**src/rtl/fpu_add_round.sv**
```systemverilog
// Rounds the adder's 35-bit unrounded sum to binary32 and holds the result and flags until the consumer accepts them.
// The result appears 2 cycles after start plus any cycles the adder stays busy, and is held stable while res_ready is low.
module fpu_add_round (
    input  logic        clk,
    input  logic        rst,
    input  logic        start,
    input  logic [2:0]  rm,
    input  logic        add_busy,
    input  logic [34:0] add_out,
    input  logic        res_ready,
    input  logic        flags_clr,
    output logic        res_valid,
    output logic [31:0] res,
    output logic [4:0]  fflags,
    output logic [4:0]  fflags_acc,
    output logic        busy
);

    typedef enum logic [1:0] {
        S_IDLE = 2'd0,
        S_WAIT = 2'd1,
        S_DONE = 2'd2
    } state_t;

    state_t      state_q, state_d;
    logic [2:0]  rm_q, rm_d;
    logic        valid_q, valid_d;
    logic [31:0] res_q, res_d;
    logic [4:0]  fflags_q, fflags_d;
    logic [4:0]  acc_q, acc_d;

    logic        sign;
    logic [7:0]  exp_in;
    logic [22:0] frac_in;
    logic        g_bit, r_bit, s_bit;
    logic        nx;
    logic        inc;
    logic [30:0] sum;
    logic [31:0] rnd_res;
    logic [4:0]  rnd_flags;
    logic        accept;
    logic        start_ok;

    assign sign    = add_out[34];
    assign exp_in  = add_out[33:26];
    assign frac_in = add_out[25:3];
    assign g_bit   = add_out[2];
    assign r_bit   = add_out[1];
    assign s_bit   = add_out[0];
    assign nx      = g_bit | r_bit | s_bit;

    always_comb begin
        case (rm_q)
            3'b001:  inc = 1'b0;
            3'b010:  inc = sign & nx;
            3'b011:  inc = ~sign & nx;
            3'b100:  inc = g_bit;
            default: inc = g_bit & (r_bit | s_bit | frac_in[0]);
        endcase
    end

    // Incrementing {exp, frac} as one field lets mantissa carry roll into the exponent.
    assign sum = {exp_in, frac_in} + {30'd0, inc};

    always_comb begin
        rnd_res   = {sign, sum};
        rnd_flags = {3'b000, (sum[30:23] == 8'h00) & nx, nx};
        if (exp_in == 8'hFF) begin
            if (frac_in != 23'd0) begin
                // 23'h400001 is the adder's quiet-looking marker for inf - inf.
                rnd_res   = 32'h7FC0_0000;
                rnd_flags = {~frac_in[22] | (frac_in == 23'h400001), 4'b0000};
            end else begin
                rnd_res   = {sign, 8'hFF, 23'd0};
                rnd_flags = 5'b00000;
            end
        end else if (sum[30:23] == 8'hFF) begin
            rnd_res   = {sign, 8'hFF, 23'd0};
            rnd_flags = 5'b00101;
        end
    end

    assign accept   = valid_q & res_ready;
    assign start_ok = start & ((state_q == S_IDLE) | ((state_q == S_DONE) & res_ready));

    always_comb begin
        state_d  = state_q;
        rm_d     = rm_q;
        valid_d  = valid_q;
        res_d    = res_q;
        fflags_d = fflags_q;
        acc_d    = acc_q;
        case (state_q)
            S_IDLE: begin
                if (start) state_d = S_WAIT;
            end
            S_WAIT: begin
                if (!add_busy) begin
                    state_d  = S_DONE;
                    valid_d  = 1'b1;
                    res_d    = rnd_res;
                    fflags_d = rnd_flags;
                end
            end
            S_DONE: begin
                if (res_ready) begin
                    valid_d = 1'b0;
                    state_d = start ? S_WAIT : S_IDLE;
                end
            end
            default: state_d = S_IDLE;
        endcase
        if (start_ok) rm_d = rm;
        if (flags_clr) begin
            acc_d = accept ? fflags_q : 5'b00000;
        end else if (accept) begin
            acc_d = acc_q | fflags_q;
        end
    end

    always_ff @(posedge clk or posedge rst) begin
        if (rst) begin
            state_q  <= S_IDLE;
            rm_q     <= 3'b000;
            valid_q  <= 1'b0;
            res_q    <= 32'd0;
            fflags_q <= 5'd0;
            acc_q    <= 5'd0;
        end else begin
            state_q  <= state_d;
            rm_q     <= rm_d;
            valid_q  <= valid_d;
            res_q    <= res_d;
            fflags_q <= fflags_d;
            acc_q    <= acc_d;
        end
    end

    assign res_valid  = valid_q;
    assign res        = res_q;
    assign fflags     = fflags_q;
    assign fflags_acc = acc_q;
    assign busy       = (state_q != S_IDLE);

endmodule

```
**config.mk**
```make
export PLATFORM = sky130hd
export DESIGN_NAME = fpu_add_round
export DESIGN_NICKNAME = d
export VERILOG_FILES = /design/src/rtl/fpu_add_round.sv
export SDC_FILE = /design/constraint.sdc
export NUM_CORES = 1
export LEC_CHECK = 0
export ABC_AREA = 1
export CAP_MARGIN = 20
export CORE_MARGIN = 3
export CORE_UTILIZATION = 30
export DETAILED_ROUTE_END_ITERATION = 6
export SLEW_MARGIN = 20
export SYNTH_ARGS = -nofsm -noshare
export SYNTH_HDL_FRONTEND = slang
export SYNTH_SLANG_ARGS = --single-unit
```
**constraint.sdc**
```tcl
create_clock -name clk -period 3.2 [get_ports clk]
set_input_delay 0.8 -clock clk [delete_from_list [all_inputs] [get_ports clk]]
set_output_delay 0.8 -clock clk [all_outputs]
set_load 0.01 [all_outputs]
```
==> flow_metrics.py <==
metrics = {
    "placed_design": {
        "dpl_cell_area_sq_um": 4610,
        "place_congestion": 0.870,
        "dp.cells": 730,
        "port_buffers": 85,
        "hpwlAfterDp_mm": 8.16,
    },
    "sta": {
        "slew_viol_final": 0,
        "finalSetupViolations": 0,
        "fmax_mhz": 358,
        "finalCritPeriodShare": 0.873,
        "min_period_ns": 2.79,
        "rsz0062_at_grt": "false",
        "fin_worst_skew_ns": 0.00867,
        "hold_viol_final": 0,
        "holdWs_ns": 0.488,
    },
    "floorplanning": {
        "io_pins": 88,
        "fp-row-count": 37,
        "chipHeight_um": 112,
        "die_x_um": 112,
        "initial_core_util": 0.317,
        "core_area_sq_um": 10600,
        "die_area_sq_um": 12500,
    },
    "synth": {
        "synth.avg_cell_area_sq_um": 7.02,
        "synthCells": 478,
        "seq_area_frac_synth": 0.343,
        "synth_top_area_cell": "dfrtp_1",
        "yosysUniqueCellTypes": 34,
        "synth_seq_cells": 46,
        "synth_top_area_frac": 0.343,
        "synth_area_sq_um": 3360,
        "synth_warnings": 0,
        "netlist_top_cells_area": "dfrtp_1 (34%), nand2_1 (15%), nand2_4 (7.7%), nor2_1 (6.4%), inv_1 (6.3%)",
    },
    "finish": {
        "drive_above_1_share": 0.228,
        "fin_cells": 750,
        "antennaDiodeCount": 0,
        "final_common_cell": "nand2_1",
        "final_cell_area_sq_um": 4930,
        "num-nets-final": 659,
        "synthToLayoutAreaGrowth_pct": 46.8,
        "layout_common_cells": "nand2_1 (131), clkdlybuf4s50_1 (80), nor2_1 (56)",
    },
    "worst_setup_path": {
        "cp.arrival_ns": 3.00,
        "reg2reg_depth": 18,
        "r2r_start": "rm_q[0]",
        "required_ns": 3.40,
        "r2r_slack_ns": 0.45,
        "end_kind": "flip-flop",
        "crit_fanout": 4,
        "path_cells": "dlymetal6s2s_1 -> xor2_1 -> nand4_1 -> o31ai_2 -> ha_2 -> buf_4 -> nand2_1 -> nor2_2 -> buf_6 -> nand2_4 -> nor2_4 -> nand3_2 -> nand2_2 -> nand2_2 -> nor2_4 -> nand2_4 -> clkbuf_16 -> nand2_4 -> nand2_2",
        "worstSetupStartpointType": "input port",
        "path_delay_family": "simple AND/OR/NAND/NOR gates",
        "path_class": "in -> reg",
        "slowest_delay_ns": 0.25,
        "cpMaxStageDelayCell": "ha_2",
        "path_buf_inv": 4,
        "rr_endpoint": "res[4]",
    },
    "detailed_routing": {
        "wl_mm": 10.4,
        "ant_nets": 0,
        "first_iter_violations": 143,
        "route.vias.total": 3370,
        "routedWlPerCell_um": 13.8,
        "viasPerCell": 4.49,
        "dr.pass1.iters": 4,
        "drcViolationCount": 0,
    },
    "hold_path": {
        "holdCritPathClass": "reg -> reg",
        "hold_start": "res[20]",
        "holdPathStages": 2,
        "hold_path_end": "res[20]",
    },
    "clocking": {
        "cts_sinks": 46,
        "numCtsBuffers": 5,
        "clock_latency_ns": 0.31,
        "htree_num_levels": 2,
        "cts-root-buf": "clkbuf_8",
        "path_clk_slew_ns": 0.10,
        "postCtsHoldBufs": 0,
        "clockBufferDepth": 2,
        "cts_tree": "yes",
    },
    "grt": {
        "antenna_found_initial": 0,
        "grt_busiest_layer": "met2",
        "grtUsageMet1": 0.228,
        "use_met2": 0.275,
        "grt_pass1_vias": 3403,
        "grt_pass1_wl_mm": 16.9,
        "grt_max_degree": 28,
        "gr-usage-all-layers": 0.165,
        "use_met3": 0.0245,
        "gr-total-overflow": 0,
    },
    "outcome": {
        "status": "finished, final reports clean",
    },
    "power_and_ir_drop": {
        "p_per_area_nw_per_um2": 565,
        "leakage_nw": 2.29,
        "ir_drop_v": 0.000271,
    },
    "job": {
        "drv_cap": 0,
    },
}
[timing repair]
action	in CTS	in global routing
gates resized for setup	8	13
buffers inserted	5	5
cloned	1	1
endpoints found under the hold margin	0	0
endpoints found under the setup margin	23	26
pin swaps	4	11
[state kept, by name, indices dropped and copies added, names as in the netlist]
| name | cells |
|---|---|
| res | 32 |
| fflags | 4 |
| fflags_acc | 4 |
| rm_q | 3 |
| state_q | 2 |
| res_valid | 1 |
[cell families after synthesis]
family / synth area share
fa+ha+maj: 0.00746
compound gates: 0.0839
flops: 0.343
other cells: 0.00112
buf+inv: 0.0884
simple gates: 0.463
xor+xnor: 0.0130
[cell type report]
class                   count  area, sq um
clock buffers               5         68.8
clock inverters             3         45.0
fillers                  1124         5680
inverters                  58          218
multi-input cells         365         1960
flip-flops and latches     46         1150
well taps                 136          170
repair buffers            137         1310
[synthesized netlist by cell type, drive strengths merged]
cell	number
o21a	1
nand3b	3
nor3b	1
conb	1
o22ai	9
o31ai	1
clkbuf	5
a22oi	1
inv	58
nor3	8
nor2	70
dfrtp	46
nor4	2
o21ai	16
ha	2
nand3	30
o211a	1
a21boi	1
a31oi	1
xnor2	1
a2bb2oi	1
nand2	189
a21oi	18
xor2	4
buf	5
nand4	3
[worst max-delay path by stage]
stage / from / end / slack, ns / depth (start not counted)
6_report: add_out[34] / res[4] / 0.41 / 19
5_1_grt: add_out[34] / res[6] / 0.19 / 19
4_1_cts: add_out[34] / res[22] / 0.002 / 18
3_5_place_dp: add_out[34] / res[22] / -0.43 / 18
3_3_place_gp: add_out[34] / res[22] / -0.39 / 18
2_1_floorplan: add_out[2] / res[0] / 0.43 / 19
[routing by layer]
| layer | up-vias | share of wire |
|---|---|---|
| met3 | 6 | 0.038 |
| met1 | 1531 | 0.48 |
| met5 | - | 0 |
| met4 | 0 | 0.0070 |
| li1 | 1765 | - |
| met2 | 68 | 0.48 |
[power breakdown]
group	leakage (nW)	switching, mW	internal [mW]
clock network	0.0504	0.222	0.233
registers	0.563	0.141	0.822
logic	1.68	0.652	0.711
total	2.29	1.01	1.77
[worst min-delay path: stages (launching register included)]
cell	delay (ns)
dfrtp_1	0.36
nand2_1	0.05
nand2_1	0.05
[per-stage QoR]
stage | total power, mW | TNS, ns | setup WS (ns) | util
2_1_floorplan | 1.65 | 0 | 0.427 | -
5_1_grt | 2.99 | 0 | 0.187 | 0.465
3_3_place_gp | 2.31 | -9.17 | -0.394 | 0.435
3_5_place_dp | 2.34 | -10.02 | -0.426 | 0.435
4_1_cts | 2.82 | 0 | 0.00193 | 0.454
6_report | 2.78 | 0 | 0.407 | 0.465
(Power assumes the default switching activity.)
